==> config.mk <==
export PLATFORM = sky130hd
export DESIGN_NAME = capture_sequencer
export DESIGN_NICKNAME = d
export VERILOG_FILES = /design/src/rtl/capture_pkg.sv /design/src/rtl/capture_sequencer_edge_rise.sv /design/src/rtl/capture_sequencer.sv
export SDC_FILE = /design/constraint.sdc
export NUM_CORES = 1
export LEC_CHECK = 0
export CAP_MARGIN = 20
export CORE_MARGIN = 2
export CORE_UTILIZATION = 46
export DETAILED_ROUTE_END_ITERATION = 12
export GPL_ROUTABILITY_DRIVEN = 0
export PLACE_DENSITY = 0.87
export SKIP_LAST_GASP = 1
export SYNTH_ARGS = -nofsm -noshare
export SYNTH_HDL_FRONTEND = slang
export SYNTH_SLANG_ARGS = --single-unit
export TNS_END_PERCENT = 5
==> constraint.sdc <==
create_clock -name clk -period 2.9 [get_ports clk]
set_clock_uncertainty 0.1 [all_clocks]
set_input_delay 0.87 -clock clk [delete_from_list [all_inputs] [get_ports clk]]
set_output_delay 0.87 -clock clk [all_outputs]
set_load 0.02 [all_outputs]
==> src/rtl/capture_pkg.sv <==
// Shared types and constants for the capture sequencer: FSM states, channel
// count, packed-word field positions and checksum width.
package capture_pkg;

  typedef enum logic [1:0] {
    IDLE,
    ARM,
    CAPTURE,
    DONE
  } state_t;

  localparam int unsigned NUM_CH  = 6;
  localparam int unsigned CKSUM_W = 24;

  // Field index within the packed RAM word; va occupies the MSBs.
  localparam int unsigned FLD_VA = 5;
  localparam int unsigned FLD_VB = 4;
  localparam int unsigned FLD_VC = 3;
  localparam int unsigned FLD_IA = 2;
  localparam int unsigned FLD_IB = 1;
  localparam int unsigned FLD_IC = 0;

  function automatic int unsigned field_lsb(input int unsigned fld, input int unsigned data_w);
    return fld * data_w;
  endfunction

endpackage

==> src/rtl/capture_sequencer_edge_rise.sv <==
// Registered rising-edge detector: rise = din & ~din_prev.
module edge_rise (
  input  logic clk,
  input  logic reset,
  input  logic din,
  output logic rise
);

  logic din_prev;

  always_ff @(posedge clk) begin
    if (reset) din_prev <= 1'b0;
    else       din_prev <= din;
  end

  assign rise = din & ~din_prev;

endmodule

==> src/rtl/capture_sequencer.sv <==
// Sequences one six-channel ADC acquisition into the sample RAM with a Nios
// finish/ack handshake. Optional running checksum: define CAPTURE_CHECKSUM_EN.
module capture_sequencer
  import capture_pkg::*;
#(
  parameter int unsigned DEPTH  = 4096,
  parameter int unsigned ADDR_W = 12,
  parameter int unsigned DATA_W = 8,
  parameter int unsigned DECIM  = 1
) (
  input  logic                       clk,
  input  logic                       reset,
  input  logic                       take_sample,
  input  logic                       cs_frame,
  input  logic [DATA_W-1:0]          va_in,
  input  logic [DATA_W-1:0]          vb_in,
  input  logic [DATA_W-1:0]          vc_in,
  input  logic [DATA_W-1:0]          ia_in,
  input  logic [DATA_W-1:0]          ib_in,
  input  logic [DATA_W-1:0]          ic_in,
  input  logic                       read_ack,
  output logic                       wr_en,
  output logic [ADDR_W-1:0]          wr_addr,
  output logic [NUM_CH*DATA_W-1:0]   wr_data,
  output logic                       busy,
  output logic                       writing_finish_flag,
  output logic [ADDR_W:0]            frames_written
`ifdef CAPTURE_CHECKSUM_EN
  ,
  output logic [CKSUM_W-1:0]         checksum
`endif
);

  localparam logic [ADDR_W-1:0] LAST_ADDR  = ADDR_W'(DEPTH - 1);
  localparam logic [7:0]        LAST_DECIM = 8'(DECIM - 1);

  state_t state, state_next;
  logic   trig_rise, cs_rise, ack_rise;
  logic   capture_hit, do_write;
  logic [7:0] decim_cnt, decim_base;
  logic [NUM_CH*DATA_W-1:0] frame_word;

  edge_rise u_trig (.clk(clk), .reset(reset), .din(take_sample), .rise(trig_rise));
  edge_rise u_cs   (.clk(clk), .reset(reset), .din(cs_frame),    .rise(cs_rise));
  edge_rise u_ack  (.clk(clk), .reset(reset), .din(read_ack),    .rise(ack_rise));

  always_comb begin
    frame_word = '0;
    frame_word[field_lsb(FLD_VA, DATA_W) +: DATA_W] = va_in;
    frame_word[field_lsb(FLD_VB, DATA_W) +: DATA_W] = vb_in;
    frame_word[field_lsb(FLD_VC, DATA_W) +: DATA_W] = vc_in;
    frame_word[field_lsb(FLD_IA, DATA_W) +: DATA_W] = ia_in;
    frame_word[field_lsb(FLD_IB, DATA_W) +: DATA_W] = ib_in;
    frame_word[field_lsb(FLD_IC, DATA_W) +: DATA_W] = ic_in;
  end

  // The arming edge is the first candidate frame, so it sees a counter of 0.
  always_comb begin
    capture_hit = cs_rise && (state == ARM || state == CAPTURE);
    decim_base  = (state == ARM) ? '0 : decim_cnt;
    do_write    = capture_hit && (decim_base == '0);
  end

  always_comb begin
    state_next = state;
    case (state)
      IDLE:    if (trig_rise) state_next = ARM;
      ARM:     if (cs_rise) state_next = CAPTURE;
      CAPTURE: if (wr_en && wr_addr == LAST_ADDR) state_next = DONE;
      DONE:    if (ack_rise) state_next = IDLE;
      default: state_next = IDLE;
    endcase
  end

  always_ff @(posedge clk) begin
    if (reset) state <= IDLE;
    else       state <= state_next;
  end

  always_ff @(posedge clk) begin
    if (reset) begin
      wr_en          <= 1'b0;
      wr_addr        <= '0;
      wr_data        <= '0;
      frames_written <= '0;
      decim_cnt      <= '0;
    end else begin
      wr_en <= do_write;
      if (do_write) wr_data <= frame_word;
      if (capture_hit) decim_cnt <= (decim_base == LAST_DECIM) ? '0 : decim_base + 8'd1;
      if (state == IDLE && trig_rise) begin
        wr_addr        <= '0;
        frames_written <= '0;
      end
      // Address advances after the strobe so wr_addr is stable during wr_en.
      if (wr_en) begin
        wr_addr        <= (wr_addr == LAST_ADDR) ? '0 : wr_addr + 1'b1;
        frames_written <= frames_written + 1'b1;
      end
    end
  end

  assign busy                = (state == ARM) || (state == CAPTURE);
  assign writing_finish_flag = (state == DONE);

`ifdef CAPTURE_CHECKSUM_EN
  logic [CKSUM_W-1:0] word_sum;

  always_comb begin
    word_sum = '0;
    for (int unsigned i = 0; i < NUM_CH; i++)
      word_sum = word_sum + CKSUM_W'(wr_data[i*DATA_W +: DATA_W]);
  end

  always_ff @(posedge clk) begin
    if (reset)                           checksum <= '0;
    else if (state == IDLE && trig_rise) checksum <= '0;
    else if (wr_en)                      checksum <= checksum + word_sum;
  end
`endif

endmodule

## Yosys cells after proc, flatten, opt, wreduce, memory -nomap -nowiden

Cells that the tools add are included.

- Add/subtract/negate cells: 3
- Equal/unequal tests: 8
- Multiplexer cells: 12
- Bitwise operators: 6
- Reductions and logical operators: 9

Operator list:

| cell | number |
|---|---|
| 12-bit two-way mux | 3 |
| 13-bit two-way mux | 2 |
| 8-bit two-way mux | 2 |
| 13-bit by 1-bit adder with 13-bit output (second input constant) | 1 |
| 12-bit by 1-bit adder with 12-bit output (second input constant) | 1 |
| 12-bit equality test (second input constant) | 1 |
| 8-bit by 1-bit adder with 8-bit output (second input constant) | 1 |
| 8-bit logical NOT | 1 |
| 2-bit two-way mux | 4 |
| 2-bit case mux with 4 select lines | 1 |
| 2-bit equality test (second input constant) | 2 |
| 1-bit logical AND | 4 |
| 2-bit by 1-bit inequality test with 1-bit output (second input constant) | 2 |
| 2-bit inequality test (second input constant) | 2 |
| 4-bit AND reduction | 1 |
| 1-bit AND | 3 |
| 1-bit NOT | 3 |
| 2-bit by 1-bit equality test with 1-bit output (second input constant) | 1 |
| 2-bit logical NOT | 1 |
| 2-bit nonzero test | 1 |
| 1-bit logical OR | 1 |

- Flip-flop bits (word level): 87
- Input port bits: 53
- Output and inout port bits: 76
- Logic and storage cells: 47

## Longest topological paths before layout

- Depth in word-level cells: 5
- Gate-level depth with buffers: 12
- Gate-level depth less buffers: 9

## Modules after synthesis

Synthesis repeated with hierarchy kept, for this count alone.

- Cells, all modules: 461
- Area, all modules: 3900.0 um2

By module, submodules not included:

| module | times used | cells each | area an instance (um2) | seq. area each (um2) |
|---|---|---|---|---|
| capture_sequencer | 1 | 452 | 3757.4 | 1681.6 |
| edge_rise | 3 | 3 | 47.5 | 20.0 |

## Least setup slack after synthesis

OpenSTA, ideal clock, no wires.

- Path kind: register -> register
- Start: register state[1]
- End: register decim_cnt[2]
- Arrival time: 2.382 ns
- Data required time: 2.730 ns
- Slack: 0.347 ns
- Cell stages (with the launch flop): 12
- Cells stage by stage: dfxtp_1 -> inv_1 -> ha_1 -> clkbuf_1 -> nor2b_1 -> inv_1 -> ha_1 -> nor4b_2 -> a22oi_2 -> clkbuf_1 -> o2111ai_1 -> a21oi_1

- Longest elaborated chain between the ends: 4
- Elaborated cells on any way between the ends: 8
- Those cells by class: 1 x add/sub; 2 x eq/ne; 2 x mux; 3 x reduce/logical

Ends and longest elaborated chain:

| what | RTL line | source |
|---|---|---|
| from (decl) | capture_sequencer.sv:37 | `state_t state, state_next;` |
| from (signal assigned) | capture_sequencer.sv:77 | `else state <= state_next;` |
| 2-bit by 1-bit equality test with 1-bit output | capture_sequencer.sv:59, capture_sequencer.sv:60 |  |
| 8-bit two-way mux | capture_sequencer.sv:60 | `decim_base = (state == ARM) ? '0 : decim_cnt;` |
| 8-bit by 1-bit adder with 8-bit output or 8-bit logical NOT (tied branches) | capture_sequencer.sv:90 | `if (capture_hit) decim_cnt <= (decim_base == LAST_DECIM) ? '0 : decim_base + 8'd1;` |
| 8-bit two-way mux | capture_sequencer.sv:90 |  |
| to (signal assigned) | capture_sequencer.sv:90 |  |
| to (decl) | capture_sequencer.sv:40 | `logic [7:0] decim_cnt, decim_base;` |

Several ways; a longest one is shown, not always the timed one.
A chain may end at the register's enable or synchronous reset.

## Final worst setup path

- Start: register state[0]
- End: output writing_finish_flag

- Longest elaborated chain between the ends: 1

Ends and longest elaborated chain:

| what | RTL line | source |
|---|---|---|
| 2-bit equality test | capture_sequencer.sv:104 | `assign writing_finish_flag = (state == DONE);` |
| to (decl) | capture_sequencer.sv:26 | `output logic writing_finish_flag,` |

Every way passes these cells.

==> results.toml <==
[drt]
vias = 4003
drc = 0
wire_per_inst_um = 15.73
drtIter0Drc = 229
detail-route-antenna-nets = 0
first_pass_iters = 5
viasPerCell = 5.827
wl_mm = 10.81

[worst_hold_path]
hold_class = "flop to flop"
holdPathEnd = "wr_data[9]"
hp-start = "wr_data[9]"
holdPathStages = 2

[yosys]
ys.flop_type = "dfxtp_1"
yosys.area_share.adder_pct = 2.901
synth_mux_area_share_pct = 1.386
synth-edff-count = 0
synth_warnings = 0
syn-cell-area_sq_um = 3881
synthSimpleGateAreaFrac_pct = 21.63
synth_compound_area_share_pct = 23.24
synth_cell_type_count = 55
syn_inst = 462
synth_xor_area_share_pct = 0.9026
synthArstFlopShare_pct = 0
ys_seq_elements = 87
synth_top_family_by_area = "compound AO/OA/AOI/OAI gates"
syn_area_per_cell_sq_um = 8.401
yosysSeqAreaShare_pct = 44.87
synth_fp_nets = 524

[setup_path]
cp_data_required_time_ps = 1930
r2r_cells = 9
path_cells = "ha_1, clkdlybuf4s50_1"
critPathTopFamily = "buffers and inverters"
cp-start-kind = "flop"
reg2reg_from = "state[1]"
cpMaxStageDelayCell = "clkdlybuf4s50_1"
cpPeakStageDelay_ps = 610
reg2reg_to = "wr_data[32]"
worstPathArrival_ps = 1550
path_buf_inv = 1
reg2reg_slack_ps = 460
crit_path_end_kind = "output port"
worstSetupPathType = "flop to output port"
cp_max_fo = 3

[clock_network]
cts_num_sinks = 87
cts_root_buf = "clkbuf_8"
htreeDepth = 3
clk_pin_slew_ps = 80
cts_buffer_depth = 2
hold_buffers = 0
insertion_delay_ps = 340
cts_buffers = 9
cts_tree = "done"
cts_resized = 0
postCtsSetupRepairBufs = 0

[die]
die_w_um = 95.86
die_area_sq_um = 9188
chipHeight_um = 95.86
rows = 33
ios = 129
start_util_pct = 47.24
fp.coreArea_sq_um = 8217

[cells_and_area]
post-route-util_pct = 66.44
diodes = 0
drive_above_1_share_pct = 7.560
nets = 640
syn2layout_area_growth_pct = 40.65

[timing]
slew_headroom_pct = 67.12
period_share_pct = 86.74
fin_hold_ws_ps = 375.9
tightest_slew_ps = 489.4
setup_tns_ps = 0
finalCriticalPeriod_ps = 2516
fmax_mhz = 397.5
slew_violations = 0
hold_violations = 0
setup_viol = 0
rsz0062_at_grt = "no"

[grt]
grt_usage_pct = 23.17
grt_pass1_vias = 3789
antenna_found_initial = 0
grt_max_degree = 49
grt_pass1_wl_mm = 17.11
grt_overflow = 0

[pwr]
p_clk_share_pct = 24.3
p_switching_w = 0.001187
p_int_w = 0.002307
combPwrFrac_pct = 35.2
totalPowerFinal_w = 0.003494
vdd.ir_drop.worst_mv = 0.3286
power_frac_seq_pct = 40.5
p_leak_nw = 1.844
p_per_area_nw_per_um2 = 640.1
p_sw_share_pct = 33.98

[outcome]
status = "finished clean"

[placed_design]
io_buffers = 128
place_hpwl_mm = 7.376

[flow_run]
max-cap-violations = 0
power groups by stage:
stage               Clock [W]  Sequential, W  Combinational (W)
floorplan                   0        0.00159           0.000545
global placement            0        0.00143            0.00119
detailed placement          0        0.00144            0.00122
CTS                  0.000866        0.00141            0.00123
global route         0.000928        0.00143            0.00135
finish               0.000851        0.00141            0.00123
registers in the layout (all words and copies together) (netlist names):
| register | count |
|---|---|
| state | 2 |
| decim_cnt | 8 |
| u_trig.din_prev | 1 |
| frames_written | 13 |
| u_ack.din_prev | 1 |
| wr_addr | 12 |
| wr_data | 48 |
| wr_en | 1 |
| u_cs.din_prev | 1 |
worst reg2reg max path: cells and delay by family, from the launching register on:
kind	cells	cell delay, ps
fa+ha+maj	2	430
simple gates	3	720
compound gates	2	440
flops	1	350
buf+inv	2	350
area by class of cell:
type,instances,area [sq um]
well taps,105,131.4
clock inverters,3,42.54
fillers,694,2758
clock buffers,12,155.1
multi-input cells,327,1951
repair buffers,142,1396
inverters,11,41.29
flip-flops and latches,87,1742
synthesized netlist by cell type, drive strengths merged (3+ instances only):
| library cell | instances | area (sq um) |
|---|---|---|
| a311oi | 7 | 61.31 |
| mux2 | 3 | 33.78 |
| a21oi | 63 | 315.3 |
| nand2b | 11 | 68.82 |
| nand3 | 63 | 315.3 |
| or3 | 4 | 25.02 |
| o21ai | 59 | 295.3 |
| a41oi | 3 | 26.28 |
| nor2 | 14 | 52.55 |
| and4 | 5 | 45.04 |
| ha | 9 | 112.6 |
| nor3 | 6 | 30.03 |
| and2 | 3 | 21.27 |
| buf | 8 | 46.29 |
| a22o | 5 | 47.55 |
| nor2b | 5 | 31.28 |
| nand4 | 9 | 56.30 |
| inv | 11 | 41.29 |
| nand2 | 15 | 58.81 |
| a31oi | 5 | 31.28 |
| and3 | 4 | 26.28 |
| clkbuf | 29 | 108.9 |
| xnor2 | 3 | 26.28 |
| dfxtp | 87 | 1742 |
per-layer routing:
metal  wire (um)  GRT usage, %
met3         559         4.307
met2        5492         39.69
met1        4571         28.54
met4         182         9.643
met5           0             0
layout by cell type, fill, tap and decap left out, types with 6 or more instances in the layout:
master | netlist | final
ha_1 | 9 | 9
a21oi_1 | 63 | 63
nor3_1 | 6 | 6
buf_4 | 3 | 13
nor2_1 | 14 | 13
nand2_1 | 14 | 14
dfxtp_1 | 87 | 87
clkbuf_8 | 0 | 11
nand3_1 | 63 | 63
nand4_1 | 9 | 9
o21ai_0 | 59 | 59
inv_1 | 11 | 11
a311oi_1 | 7 | 7
clkdlybuf4s50_1 | 0 | 126
nand2b_1 | 11 | 11
cells by family (layout without fill, tap and decap cells):
kind of cell / Yosys count / count (layout)
compound gates: 157 / 157
xor+xnor: 4 / 4
fa+ha+maj: 9 / 9
buf+inv: 48 / 168
flops: 87 / 87
mux: 5 / 5
simple gates: 152 / 152
worst max path at each step:
stage,to,cells after the start,startpoint,slack [ps]
floorplan,decim_cnt[2],11,state[1],350
global placement,state[0],5,cs_frame,330
detailed placement,state[0],5,cs_frame,270
CTS,busy,3,state[0],80
global route,wr_data[14],9,state[1],220
finish,writing_finish_flag,2,state[0],380
metrics by stage:
step                      setup slack, ps  std cells  instance area [sq um]
after floorplan                     347.3        462                   3881
after global placement              329.1        672                   5259
final                               384.4        687                   5459
after detailed placement            273.9        672                   5259
after global routing                224.2        687                   5459
after CTS                           78.70        687                   5456
Note: power is estimated with default switching activity, not from simulation.
